<file path="src/rtl/ok_wire_pkg.sv">
// Shared host-interface constants for okHost wire endpoints: address/data widths,
// the Wire Out address window and okEH field offsets.
package ok_wire_pkg;

  localparam int unsigned OK_ADDR_W = 8;
  localparam int unsigned OK_DATA_W = 32;

  localparam logic [OK_ADDR_W-1:0] WIREOUT_ADDR_MIN = 8'h20;
  localparam logic [OK_ADDR_W-1:0] WIREOUT_ADDR_MAX = 8'h3F;

  // okEH bus layout: read data occupies the low field, ready flag sits above it
  localparam int unsigned OKEH_W          = 65;
  localparam int unsigned OKEH_DATA_LSB   = 0;
  localparam int unsigned OKEH_DATA_MSB   = OKEH_DATA_LSB + OK_DATA_W - 1;
  localparam int unsigned OKEH_READY_BIT  = 32;

  typedef logic [OK_ADDR_W-1:0] ok_addr_t;
  typedef logic [OK_DATA_W-1:0] ok_data_t;

endpackage

</file>
<file path="src/rtl/ok_wire_out_chan.sv">
// One Wire Out channel: snapshot register, optional sticky-OR accumulator and
// change detection against the previous sample.
module ok_wire_out_chan #(
  parameter int unsigned WIDTH  = 32,
  parameter bit          STICKY = 1'b0
) (
  input  logic             ti_clk,
  input  logic             ti_reset_n,
  input  logic             ti_wireupdate,
  input  logic [WIDTH-1:0] din,
  output logic [WIDTH-1:0] hold,
  output logic             stat
);

  logic [WIDTH-1:0] acc;
  logic [WIDTH-1:0] prev;
  logic             chg;
  logic             diff;

  assign diff = (din != prev);

  always_ff @(posedge ti_clk or negedge ti_reset_n) begin
    if (!ti_reset_n) begin
      hold <= '0;
      acc  <= '0;
      prev <= '0;
      chg  <= 1'b0;
      stat <= 1'b0;
    end else begin
      prev <= din;
      // Same-cycle bits and changes are folded into this snapshot, then cleared
      if (ti_wireupdate) begin
        hold <= STICKY ? (acc | din) : din;
        acc  <= '0;
        stat <= chg | diff;
        chg  <= 1'b0;
      end else begin
        acc  <= STICKY ? (acc | din) : '0;
        chg  <= chg | diff;
      end
    end
  end

endmodule

</file>
<file path="src/rtl/ok_wire_out_bank.sv">
// Multi-channel Wire Out bank with atomic snapshot, change-status word and,
// when WIRE_OUT_TIMESTAMP_EN is defined, a captured free-running timestamp.
module ok_wire_out_bank
  import ok_wire_pkg::*;
#(
  parameter int unsigned  N_CH        = 4,
  parameter int unsigned  WIDTH       = 32,
  parameter logic [7:0]   BASE_ADDR   = 8'h20,
  parameter logic [31:0]  STICKY_MASK = '0
) (
  input  logic                  ti_clk,
  input  logic                  ti_reset_n,
  input  logic                  ti_wireupdate,
  input  logic [7:0]            ti_addr,
  input  logic [N_CH*WIDTH-1:0] ep_datain,
  output logic [31:0]           ep_dataout,
  output logic                  ep_hit
);

`ifdef WIRE_OUT_TIMESTAMP_EN
  localparam int unsigned TS_WORDS = 1;
`else
  localparam int unsigned TS_WORDS = 0;
`endif

  localparam ok_addr_t STAT_ADDR = BASE_ADDR + 8'(N_CH);

  if (N_CH < 1 || N_CH > 32) begin : g_bad_nch
    $error("ok_wire_out_bank: N_CH out of range 1..32");
  end
  if (WIDTH < 1 || WIDTH > 32) begin : g_bad_width
    $error("ok_wire_out_bank: WIDTH out of range 1..32");
  end
  if (BASE_ADDR < WIREOUT_ADDR_MIN ||
      int'(BASE_ADDR) + int'(N_CH) + int'(TS_WORDS) > int'(WIREOUT_ADDR_MAX)) begin : g_bad_addr
    $error("ok_wire_out_bank: address range outside Wire Out window");
  end

  logic [WIDTH-1:0] hold [N_CH];
  logic [N_CH-1:0]  stat_hold;

  for (genvar g = 0; g < N_CH; g++) begin : g_ch
    ok_wire_out_chan #(
      .WIDTH  (WIDTH),
      .STICKY (STICKY_MASK[g])
    ) u_chan (
      .ti_clk        (ti_clk),
      .ti_reset_n    (ti_reset_n),
      .ti_wireupdate (ti_wireupdate),
      .din           (ep_datain[g*WIDTH +: WIDTH]),
      .hold          (hold[g]),
      .stat          (stat_hold[g])
    );
  end

`ifdef WIRE_OUT_TIMESTAMP_EN
  localparam ok_addr_t TS_ADDR = STAT_ADDR + 8'd1;

  ok_data_t ts_cnt;
  ok_data_t ts_hold;

  always_ff @(posedge ti_clk or negedge ti_reset_n) begin
    if (!ti_reset_n) begin
      ts_cnt  <= '0;
      ts_hold <= '0;
    end else begin
      ts_cnt <= ts_cnt + 32'd1;
      if (ti_wireupdate) ts_hold <= ts_cnt;
    end
  end
`endif

  always_comb begin
    ep_dataout = '0;
    ep_hit     = 1'b0;
    for (int unsigned i = 0; i < N_CH; i++) begin
      if (ti_addr == BASE_ADDR + 8'(i)) begin
        ep_hit     = 1'b1;
        ep_dataout = OK_DATA_W'(hold[i]);
      end
    end
    if (ti_addr == STAT_ADDR) begin
      ep_hit     = 1'b1;
      ep_dataout = OK_DATA_W'(stat_hold);
    end
`ifdef WIRE_OUT_TIMESTAMP_EN
    if (ti_addr == TS_ADDR) begin
      ep_hit     = 1'b1;
      ep_dataout = ts_hold;
    end
`endif
  end

endmodule

</file>
<file path="config.mk">
export PLATFORM = sky130hd
export DESIGN_NAME = ok_wire_out_bank
export DESIGN_NICKNAME = d
export VERILOG_FILES = /design/src/rtl/ok_wire_pkg.sv /design/src/rtl/ok_wire_out_chan.sv /design/src/rtl/ok_wire_out_bank.sv
export SDC_FILE = /design/constraint.sdc
export NUM_CORES = 1
export LEC_CHECK = 0
export CAP_MARGIN = 5
export CELL_PAD_IN_SITES_DETAIL_PLACEMENT = 0
export CELL_PAD_IN_SITES_GLOBAL_PLACEMENT = 1
export CORE_MARGIN = 10
export CORE_UTILIZATION = 45
export CTS_BUF_LIST = sky130_fd_sc_hd__clkbuf_8
export DETAILED_ROUTE_END_ITERATION = 16
export PLACE_DENSITY_LB_ADDON = 0.1
export RECOVER_POWER = 50
export SYNTH_ARGS = -nofsm -noshare
export SYNTH_HDL_FRONTEND = slang
export SYNTH_SLANG_ARGS = --single-unit
</file>
<file path="constraint.sdc">
create_clock -name ti_clk -period 2.6 [get_ports ti_clk]
set_clock_uncertainty 0.15 [all_clocks]
set_input_delay 0.52 -clock ti_clk [delete_from_list [all_inputs] [get_ports ti_clk]]
set_output_delay 0.52 -clock ti_clk [all_outputs]
set_load 0.02 [all_outputs]
</file>
== Word-level counts from Yosys, hierarchy flattened ==
Index checks and enable logic that the tools add are counted.
Cells by class
  mux-type cells: 14
  equal/unequal tests: 9
  bitwise logic cells: 4
Operators by type and width (count)
  32-bit two-way mux: 5
  32-bit inequality test: 4
  8-bit by 6-bit == test with 1-bit output (second input constant): 5
  1-bit two-way mux: 9
  1-bit OR: 4
Word-level totals
  word-level logic and storage cells: 43
  bits in registers: 264
  bits of input ports: 139

== Longest topological paths before layout ==
Gate-level depths: netlist of run 1.
  word-level depth: 6
  depth in mapped cells: 5
  depth with buffers taken out: 5

== By module ==
A second synthesis of run 1 with hierarchy kept.
Unflattened totals
  cell total of the unflattened synthesis: 766
  area, all modules: 10908.0 um2
Modules (own cells, without submodules)
  ok_wire_out_chan: area an instance 2401.1 um2, cells an instance 149, times used 4, seq. area each 1651.6 um2
  ok_wire_out_bank: area an instance 1303.8 um2, cells an instance 170, times used 1, seq. area each 0.0 um2

== Worst setup path after synthesis of run 1 ==
OpenSTA, ideal clock, no wires.
  path kind: input to output
  start point: input ti_addr[0]
  end point: output ep_dataout[10]
  stages: 4
  data required time: 1.930 ns
  path buffers: 2
  path slack: 0.233 ns
  arrival time: 1.697 ns
  path through: buf_4 > buf_2 > mux4_2 > and2_1
On the way
  longest elaborated chain between the ends: 6
  elaborated cells on any way between the ends: 10
RTL lines
  start: declaration: line ok_wire_out_bank.sv:14  | input logic [7:0] ti_addr,
  8-bit by 6-bit == test with 1-bit output: line ok_wire_out_bank.sv:77  | if (ti_addr == BASE_ADDR + 8'(i)) begin
  32-bit two-way mux (4 in series): line ok_wire_out_bank.sv:77
  32-bit two-way mux (*): line ok_wire_out_bank.sv:82  | if (ti_addr == STAT_ADDR) begin
  end: declaration: line ok_wire_out_bank.sv:16  | output logic [31:0] ep_dataout,
Mark *: on every way between the ends. The rest lies on a longest branch, timed or not.

== Worst setup path after layout of run 1 ==
  start point: input ti_addr[7]
  end point: output ep_dataout[0]
The elaborated chain is that of the path after synthesis.

==> results.cfg, run 1 <==
[drt]
dr.pass1.iters = 4
ant_nets = 0
drc = 0
wl_per_cell_um = 22.4
num_vias = 6432
drt_iter0_drc = 343
viasPerCell = 5.02
routed_wl_um = 28700

[floorplanning]
rows = 56
start_util = 0.455
boundaryPins = 172
die_area_sq_um = 30200
die_x_um = 174
design.core.area_sq_um = 23400
dieHeight_um = 174

[sta]
setup_violations = 0
clock.fmax_ghz = 0.390
relSlewSlack = 0.111
holdWs_ns = 0.352
fin_crit_sh = 0.986
drv_slew = 0
final.setup.tns_ns = 0
finalHoldViolCount = 0
fin_ws_ns = 0.0351
worst_slew_pin_slew_ns = 1.33
period_needed_ns = 2.56

[clock_network]
clock_tree.root_cell = clkbuf_8
cts_tree = yes
cts_buffers = 45
tritoncts_num_sinks = 264
clk_pin_slew_ns = 0.06
clock_latency_ns = 0.54
cts_max_path_buffers = 3
htree_levels = 2

[synthesis]
synthMuxAreaShare = 0.203
synth.area.top_cells = dfrtp_1 (62%), mux2_2 (14%), xor2_1 (8.7%)
synth_top_family_by_area = multiplexers
yosysMostFrequentCell = dfrtp_1
synth_cell_type_count = 34
synth_commonest_cells = dfrtp_1 (264), mux2_2 (128), xor2_1 (106)
synthSimpleGateAreaFrac = 0.0517
synth_fa_ha_area_frac = 0
synth_top_area_share = 0.620
avgSynthCellArea_sq_um = 15.4
synth_edf_count = 0
ys_ff_latch = 264
syn_inst = 690
synth_top_area_cell = dfrtp_1
syn_area_sq_um = 10700
synth-xor-area-share = 0.0954
synth_ff_type = dfrtp_1
synth_warnings = 0
synth_compound_area_frac = 0.0142
syn_nets = 829
postSynth.asyncResetShare = 1.00
ys_seq_area_frac = 0.620

[power]
pwr_density_cell_nw_per_um2 = 661
peakVddDrop_mv = 0.443
p_leak_nw = 6.06

[final_layout]
drive_above_1_share = 0.317
num-fill-cells = 1972
nets = 1067
syn2layout_area_growth_pct = 30.6

[global_route]
grt_max_degree = 82
grt_pass1_wl_um = 44100
first_global_vias = 7189
grt.overflow.total = 0
track_usage = 0.190
antenna_found_initial = 2

[outcome]
status = finished clean

[critical_path]
required_ns = 1.93
endpoint_kind = output port
cp_cell_sequence = dlygate4sd2_1 -> nor3_2 -> nand3b_1 -> nor4b_2 -> buf_4 -> a22o_1 -> buf_2
max_stage_delay_ns = 0.33
worstPathArrival_ns = 1.89
crit_slowest_cell = nor4b_2
cp_max_fo = 4
start_kind = input pin
critPathKind = input pin to output port

[placed_design]
dpl.hpwl_um = 21600
io_buffer_count = 171
post-place-ws_ns = -0.539
gp_congestion = 0.855

[run]
cap_violations = 0

[worst_hold_path]
hp-class = flop to flop
==> where the power goes <==
part           switching (mW)  internal, mW  total, mW
Clock                    1.59          1.93       3.52
Sequential              0.192          4.42       4.61
Combinational           0.471         0.596       1.07
Total                    2.25          6.94       9.20
==> area by class of cell <==
cell class,instances,area (sq um),share of cell area
Inverter,12,45.0,0.00324
Sequential cell,264,6610,0.475
Multi-Input combinational cell,387,3890,0.280
Timing Repair Buffer,218,2100,0.151
Tap cell,319,399,0.0287
Clock inverter,24,96.3,0.00692
Antenna cell,1,2.50,0.000180
Clock buffer,56,771,0.0554
==> repair_timing <==
action                     4_1_cts  5_1_grt
hold buffers                     1        0
hold endpoints to repair        43        0
setup endpoints to repair       33       32
resized for setup              113       25
gates cloned                     1        0
buffers inserted                 0        0
pin swaps                        4        2
==> through the flow <==
step,util,instance area (sq um),instances,power (mW)
finish,0.595,13900,1281,9.20
global route,0.595,13900,1280,9.64
CTS,0.601,14100,1280,9.35
detailed placement,0.561,13100,1198,5.80
floorplan,-,10700,690,5.13
global placement,0.561,13100,1198,5.76
==> flip-flops by register name, indices dropped and copies added, names as in the netlist <==
| name | count |
|---|---|
| g_ch.u_chan.hold | 128 |
| g_ch.u_chan.prev | 128 |
| g_ch.u_chan.stat | 4 |
| g_ch.u_chan.chg | 4 |
==> cell families (layout without fill, tap and decap cells) <==
family,after synthesis,count (layout)
AOI/OAI and AO/OA,20,20
muxes,160,160
buffers and inverters,39,310
other,0,1
DFF,264,264
and+or+nand+nor,91,91
xor gates and xnor gates,116,116
==> final timing paths <==
check / startpoint / end / slack, ns / cells past startpoint
worst max-delay path: ti_addr[7] / ep_dataout[0] / 0.04 / 7
worst min-delay path: g_ch[1].u_chan.hold[5] / g_ch[1].u_chan.hold[5] / 0.35 / 1
worst max register to register: g_ch[3].u_chan.prev[27] / g_ch[3].u_chan.stat / 0.40 / 6
worst min register to register: g_ch[1].u_chan.hold[5] / g_ch[1].u_chan.hold[5] / 0.35 / 1
max in group asynchronous: ti_reset_n / g_ch[1].u_chan.prev[27] / 0.52 / 3
min in group asynchronous: ti_reset_n / g_ch[1].u_chan.hold[27] / 0.68 / 2
==> worst max-delay path: cells and delay by family <==
| family | cells | cell delay, ns |
|---|---|---|
| AOI/OAI and AO/OA | 1 | 0.13 |
| buffers and inverters | 3 | 0.58 |
| and+or+nand+nor | 3 | 0.67 |
==> metal layers <==
metal / global-route usage / up-vias / part of all wire
met2: 0.296 / 157 / 0.47
met5: 0 / - / 0
met4: 0.0520 / 0 / 0.019
met1: 0.264 / 3311 / 0.46
met3: 0.0409 / 38 / 0.050
li1: - / 2926 / -
==> layout by cell type, fill, tap and decap left out, types with 3 or more instances in the layout <==
cell type | synthesis | routed
dfrtp_1 | 264 | 264
nand3_1 | 5 | 5
nor2_1 | 10 | 9
clkdlybuf4s15_2 | 0 | 11
inv_1 | 12 | 31
buf_4 | 1 | 29
a21oi_1 | 5 | 5
dlygate4sd2_1 | 0 | 3
clkinv_2 | 0 | 5
dlygate4sd3_1 | 0 | 128
clkbuf_1 | 8 | 3
mux4_2 | 32 | 32
buf_2 | 13 | 20
and2_1 | 28 | 28
a22o_1 | 4 | 4
mux2_2 | 128 | 128
nor4_1 | 23 | 23
buf_6 | 0 | 3
nor3_1 | 7 | 6
nand4_1 | 7 | 7
clkbuf_2 | 0 | 4
clkbuf_8 | 0 | 56
nand2b_1 | 3 | 3
xor2_1 | 106 | 106
xnor2_1 | 10 | 10
buf_12 | 0 | 9
(Power assumes the default switching activity.)
==> inputs of run 2 (changes only) <==
--- a/config.mk
+++ b/config.mk
@@ -9,7 +9,7 @@
 export CELL_PAD_IN_SITES_DETAIL_PLACEMENT = 0
 export CELL_PAD_IN_SITES_GLOBAL_PLACEMENT = 1
 export CORE_MARGIN = 10
-export CORE_UTILIZATION = 45
+export CORE_UTILIZATION = 46
 export CTS_BUF_LIST = sky130_fd_sc_hd__clkbuf_8
 export DETAILED_ROUTE_END_ITERATION = 16
 export PLACE_DENSITY_LB_ADDON = 0.1
==> results.cfg, run 2 (synthesis results as in run 1) <==
[drt]
routed_wl_um = 29100
drt_iter0_drc = 430
ant_nets = 0
dr.pass1.iters = 4
num_vias = 6486
viasPerCell = 5.22
drc = 0
wl_per_cell_um = 23.4

[sta]
fin_crit_sh = 0.975
clock.fmax_ghz = 0.394
relSlewSlack = -0.115
drv_slew = 24
worst_slew_pin_slew_ns = 1.67
period_needed_ns = 2.54
finalHoldViolCount = 0
rsz0062_at_grt = no
final.setup.tns_ns = 0
setup_violations = 0

[placed_design]
dp.cells = 1163
dpl_cell_area_sq_um = 13100
dpl.hpwl_um = 21100
gp_congestion = 0.833
io_buffer_count = 171

[final_layout]
syn2layout_area_growth_pct = 31.5
final_cells = 1243
multi_input_area_sq_um = 3910
diodes = 0
drive_above_1_share = 0.330
layout_common_cells = dfrtp_1 (264), mux2_2 (128), dlygate4sd3_1 (128), xor2_1 (106), clkbuf_8 (49)
num-fill-cells = 1782
top_regs = g_ch.u_chan.hold: 128 flops, g_ch.u_chan.prev: 128 flops
seq_area_sq_um = 6610
nets = 1068
final_common_cell = dfrtp_1
design_area_sq_um = 14000

[floorplanning]
dieHeight_um = 172
design.core.area_sq_um = 22700
die_area_sq_um = 29600
die_x_um = 172
start_util = 0.469
boundaryPins = 172
rows = 55

[critical_path]
rrSetupSlack_ns = 0.54
reg2reg_from = g_ch[3].u_chan.prev[23]
cp_cell_sequence = dlygate4sd2_1 -> nor3_2 -> nand3b_1 -> nor2_4 -> buf_12 -> clkbuf_16 -> and2_1 -> buf_6
endpoint_kind = output port
max_stage_delay_ns = 0.24
r2r-end = g_ch[3].u_chan.stat
required_ns = 1.93
critPathKind = input pin to output port
start_kind = input pin
crit_slowest_cell = dlygate4sd2_1
rr_worst_depth = 5
cp_max_fo = 8
worstPathArrival_ns = 1.87

[power]
pwr_density_cell_nw_per_um2 = 671
p_leak_nw = 6.08
peakVddDrop_mv = 0.369
power_mw = 9.40

[global_route]
first_global_vias = 7383
grt_max_degree = 77
grt.overflow.total = 0
track_usage = 0.196
antenna_found_initial = 2
grt_pass1_wl_um = 43800

[clock_network]
tritoncts_num_sinks = 264
cts_buffers = 42
cts_max_path_buffers = 3
cts_tree = yes
clock_tree.root_cell = clkbuf_8
htree_levels = 2
clk_pin_slew_ns = 0.05
clock_latency_ns = 0.56

[worst_hold_path]
worstHoldEndpoint = g_ch[1].u_chan.hold[7]
hp-start = g_ch[1].u_chan.hold[7]
hp-class = flop to flop
min_path_cells = 1

[run]
cap_violations = 1

[outcome]
status = complete, but fails checks
violations = capacitance limit, slew limit
## run 2: how the worst max path moves through the flow
stage / start / endpoint / slack [ns] / cells after the start
6_report: ti_addr[7] / ep_dataout[29] / 0.06 / 8
5_1_grt: ti_addr[7] / ep_dataout[2] / 0.006 / 7
4_1_cts: ti_addr[4] / ep_dataout[0] / 0.0004 / 6
3_5_place_dp: ti_addr[3] / ep_dataout[0] / -0.58 / 7
3_3_place_gp: ti_addr[3] / ep_dataout[1] / -0.51 / 7
2_1_floorplan: ti_addr[0] / ep_dataout[10] / 0.23 / 4
## run 2: stage by stage
step	hold slack [ns]	util	setup WS, ns
after floorplan	0.0744	-	0.233
final	0.352	0.617	0.0642
after detailed placement	0.287	0.575	-0.584
after global routing	0.370	0.617	0.00577
after CTS	0.297	0.609	0.000442
after global placement	0.292	0.575	-0.513
## run 2: report_power, final
part           internal, mW  switching [mW]  total (mW)
combinational         0.597           0.479        1.08
clock                  2.12            1.59        3.72
sequential             4.42           0.189        4.60
total                  7.14            2.26        9.40
## run 2: cell type report
| cell class | instances | area share |
|---|---|---|
| clock inverter | 24 | 0.0155 |
| tap | 285 | 0.0255 |
| multi-input combinational | 387 | 0.279 |
| clock buffer | 49 | 0.0481 |
| sequential | 264 | 0.472 |
| inverter | 12 | 0.00322 |
| timing repair buffer | 222 | 0.157 |
## run 2: routing by layer
metal  vias up  share of wire  routed length (um)  GRT usage
met5         -              0                   0          0
met4         0          0.014                 416     0.0484
met3        32          0.061                1790     0.0451
met2       185           0.48               13900      0.307
met1      3340           0.45               13000      0.272
li1       2929              -                   -          -
## run 2: critical path: cells and delay by family
kind / cells / cell delay, ns
simple gates: 4 / 0.67
buf+inv: 4 / 0.68
## run 2: timing repair
action,CTS,global route
hold endpoints to repair,37,0
hold buffers,1,0
resized for setup,139,41
setup endpoints to repair,33,32
pin swaps,4,5
buffers inserted,0,2
gates cloned,1,3
==> inputs of run 3 (changes only) <==
--- a/config.mk
+++ b/config.mk
@@ -8,11 +8,12 @@
 export CAP_MARGIN = 5
 export CELL_PAD_IN_SITES_DETAIL_PLACEMENT = 0
 export CELL_PAD_IN_SITES_GLOBAL_PLACEMENT = 1
+export CORE_ASPECT_RATIO = 1.4
 export CORE_MARGIN = 10
 export CORE_UTILIZATION = 46
 export CTS_BUF_LIST = sky130_fd_sc_hd__clkbuf_8
 export DETAILED_ROUTE_END_ITERATION = 16
-export PLACE_DENSITY_LB_ADDON = 0.1
+export PLACE_DENSITY = 0.81
 export RECOVER_POWER = 50
 export SYNTH_ARGS = -nofsm -noshare
 export SYNTH_HDL_FRONTEND = slang
==> results.cfg, run 3 (synthesis results as in run 1) <==
[clock_network]
htree_levels = 2
clock_latency_ns = 0.54
tritoncts_num_sinks = 264
cts_tree = yes
cts_max_path_buffers = 3
clock_tree.root_cell = clkbuf_8
clk_pin_slew_ns = 0.06
cts_buffers = 41

[final_layout]
syn2layout_area_growth_pct = 29.8
nets = 1067
drive_above_1_share = 0.318
seq_area_sq_um = 6610
final_cells = 1256
utilization = 0.609
layout_common_cells = dfrtp_1 (264), dlygate4sd3_1 (129), mux2_2 (128), xor2_1 (106), clkbuf_8 (47)
top_regs = g_ch.u_chan.hold: 128 flops, g_ch.u_chan.prev: 128 flops
final_common_cell = dfrtp_1
multi_input_area_sq_um = 3900
num-fill-cells = 1710

[placed_design]
dp.cells = 1178
gp_congestion = 0.843
io_buffer_count = 171
dpl.hpwl_um = 21000

[sta]
clock.fmax_ghz = 0.393
fin_crit_sh = 0.978
worst_slew_pin_slew_ns = 1.63
period_needed_ns = 2.54
setup_violations = 0
final.setup.tns_ns = 0
relSlewSlack = -0.0853
drv_slew = 60
rsz0062_at_grt = no
finalHoldViolCount = 0
holdWs_ns = 0.352

[critical_path]
required_ns = 1.93
r2r-end = g_ch[3].u_chan.stat
critPathKind = flop to output port
endpoint_kind = output port
rrSetupSlack_ns = 0.57
start_kind = flop
max_stage_delay_ns = 0.46
reg2reg_from = g_ch[3].u_chan.prev[18]
cp_cell_sequence = mux4_2 -> and2_1 -> clkdlybuf4s15_2
worstPathArrival_ns = 1.87
crit_end = ep_dataout[4]
critPathLaunch = g_ch[2].u_chan.hold[4]
cp_max_fo = 2
rr_worst_depth = 6
crit_slowest_cell = mux4_2

[global_route]
grt_pass1_wl_um = 43500
grt.overflow.total = 0
first_global_vias = 7441
track_usage = 0.192
grt_max_degree = 71
antenna_found_initial = 1

[drt]
drc = 0
drt_iter0_drc = 313
routed_wl_um = 28000
dr.pass1.iters = 5
wl_per_cell_um = 22.3
viasPerCell = 5.19
ant_nets = 0
num_vias = 6519

[power]
pwr_density_cell_nw_per_um2 = 638
seq_power_share = 0.520
power_mw = 8.83
clock_power_share = 0.360
p_leak_nw = 5.95
pwr-share-comb = 0.120
internal_power_mw = 6.64
peakVddDrop_mv = 0.407
power_switching_mw = 2.18
switching_share = 0.247

[floorplanning]
dieHeight_um = 200
die_x_um = 149
boundaryPins = 172
start_util = 0.469
rows = 65
die_area_sq_um = 29700
design.core.area_sq_um = 22700

[outcome]
status = complete, but fails checks
violations = capacitance limit, slew limit

[run]
cap_violations = 1

[worst_hold_path]
hp-class = flop to flop
## run 3: cell count changes in the layout (fill, tap and decap cells not counted), sizes merged
| cell | before | now |
|---|---|---|
| clkdlybuf4s50 | 2 | 0 |
| clkinv | 8 | 4 |
| dlymetal6s2s | 2 | 1 |
| dlygate4sd2 | 4 | 3 |
| clkbuf | 59 | 60 |
| clkdlybuf4s15 | 1 | 24 |
| buf | 75 | 52 |
| dlygate4sd3 | 128 | 129 |
| diode | 0 | 1 |
| bufinv | 4 | 0 |
| inv | 22 | 28 |
## run 3: repair_timing
action / 4_1_cts / 5_1_grt
gates resized for setup: 128 / 7
hold endpoints to repair: 56 / 0
pin swaps: 6 / 4
gates cloned: 2 / 0
hold buffers: 1 / 0
endpoints found under the setup margin: 33 / 20
setup buffers: 5 / 0
## run 3: power by group through the flow
stage | Combinational, mW | Sequential, mW | Clock (mW)
floorplan | 0.546 | 4.59 | 0
global placement | 1.09 | 4.64 | 0
detailed placement | 1.12 | 4.66 | 0
CTS | 1.13 | 4.59 | 3.26
global route | 1.15 | 4.61 | 3.44
finish | 1.06 | 4.59 | 3.18
## run 3: worst min-delay path by stage
| stage | cells after the start | slack (ns) | start | endpoint |
|---|---|---|---|---|
| 3_3_place_gp | 1 | 0.33 | g_ch[1].u_chan.hold[13] | g_ch[1].u_chan.hold[13] |
| 5_1_grt | 1 | 0.36 | g_ch[3].u_chan.hold[14] | g_ch[3].u_chan.hold[14] |
| 3_5_place_dp | 1 | 0.34 | ti_reset_n | g_ch[2].u_chan.prev[0] |
| 6_report | 1 | 0.35 | g_ch[0].u_chan.hold[19] | g_ch[0].u_chan.hold[19] |
| 2_1_floorplan | 0 | 0.07 | ti_reset_n | g_ch[0].u_chan.chg |
| 4_1_cts | 2 | 0.29 | ti_wireupdate | g_ch[3].u_chan.chg |
## run 3: cell type report
class / count / share of cell area
Sequential cell: 264 / 0.478
Multi-Input combinational cell: 387 / 0.282
Timing Repair Buffer: 222 / 0.156
Clock buffer: 47 / 0.0468
Tap cell: 301 / 0.0272
Clock inverter: 22 / 0.00688
Inverter: 12 / 0.00326
Antenna cell: 1 / 0.000181
## run 3: critical path, delay by kind of cell (launching register included)
family | cells | cell delay, ns
buffers and inverters | 1 | 0.26
AND/OR/NAND/NOR | 1 | 0.20
multiplexers | 1 | 0.46
flip-flops | 1 | 0.41
## run 3: stage by stage
stage / worst slack [ns] / cell area, sq um
after global routing: 0.000669 / 13800
after detailed placement: -0.632 / 13100
after floorplan: 0.233 / 10700
final: 0.0577 / 13800
after global placement: -0.548 / 13100
after CTS: 0.00484 / 13900
## run 3: per-layer routing
layer	GRT usage	part of all wire	wire length [um]	vias to the layer above
li1	-	-	-	2924
met1	0.235	0.40	11300	3382
met2	0.331	0.52	14600	172
met3	0.0379	0.049	1380	41
met4	0.0699	0.029	805	0
met5	0	0	0	-
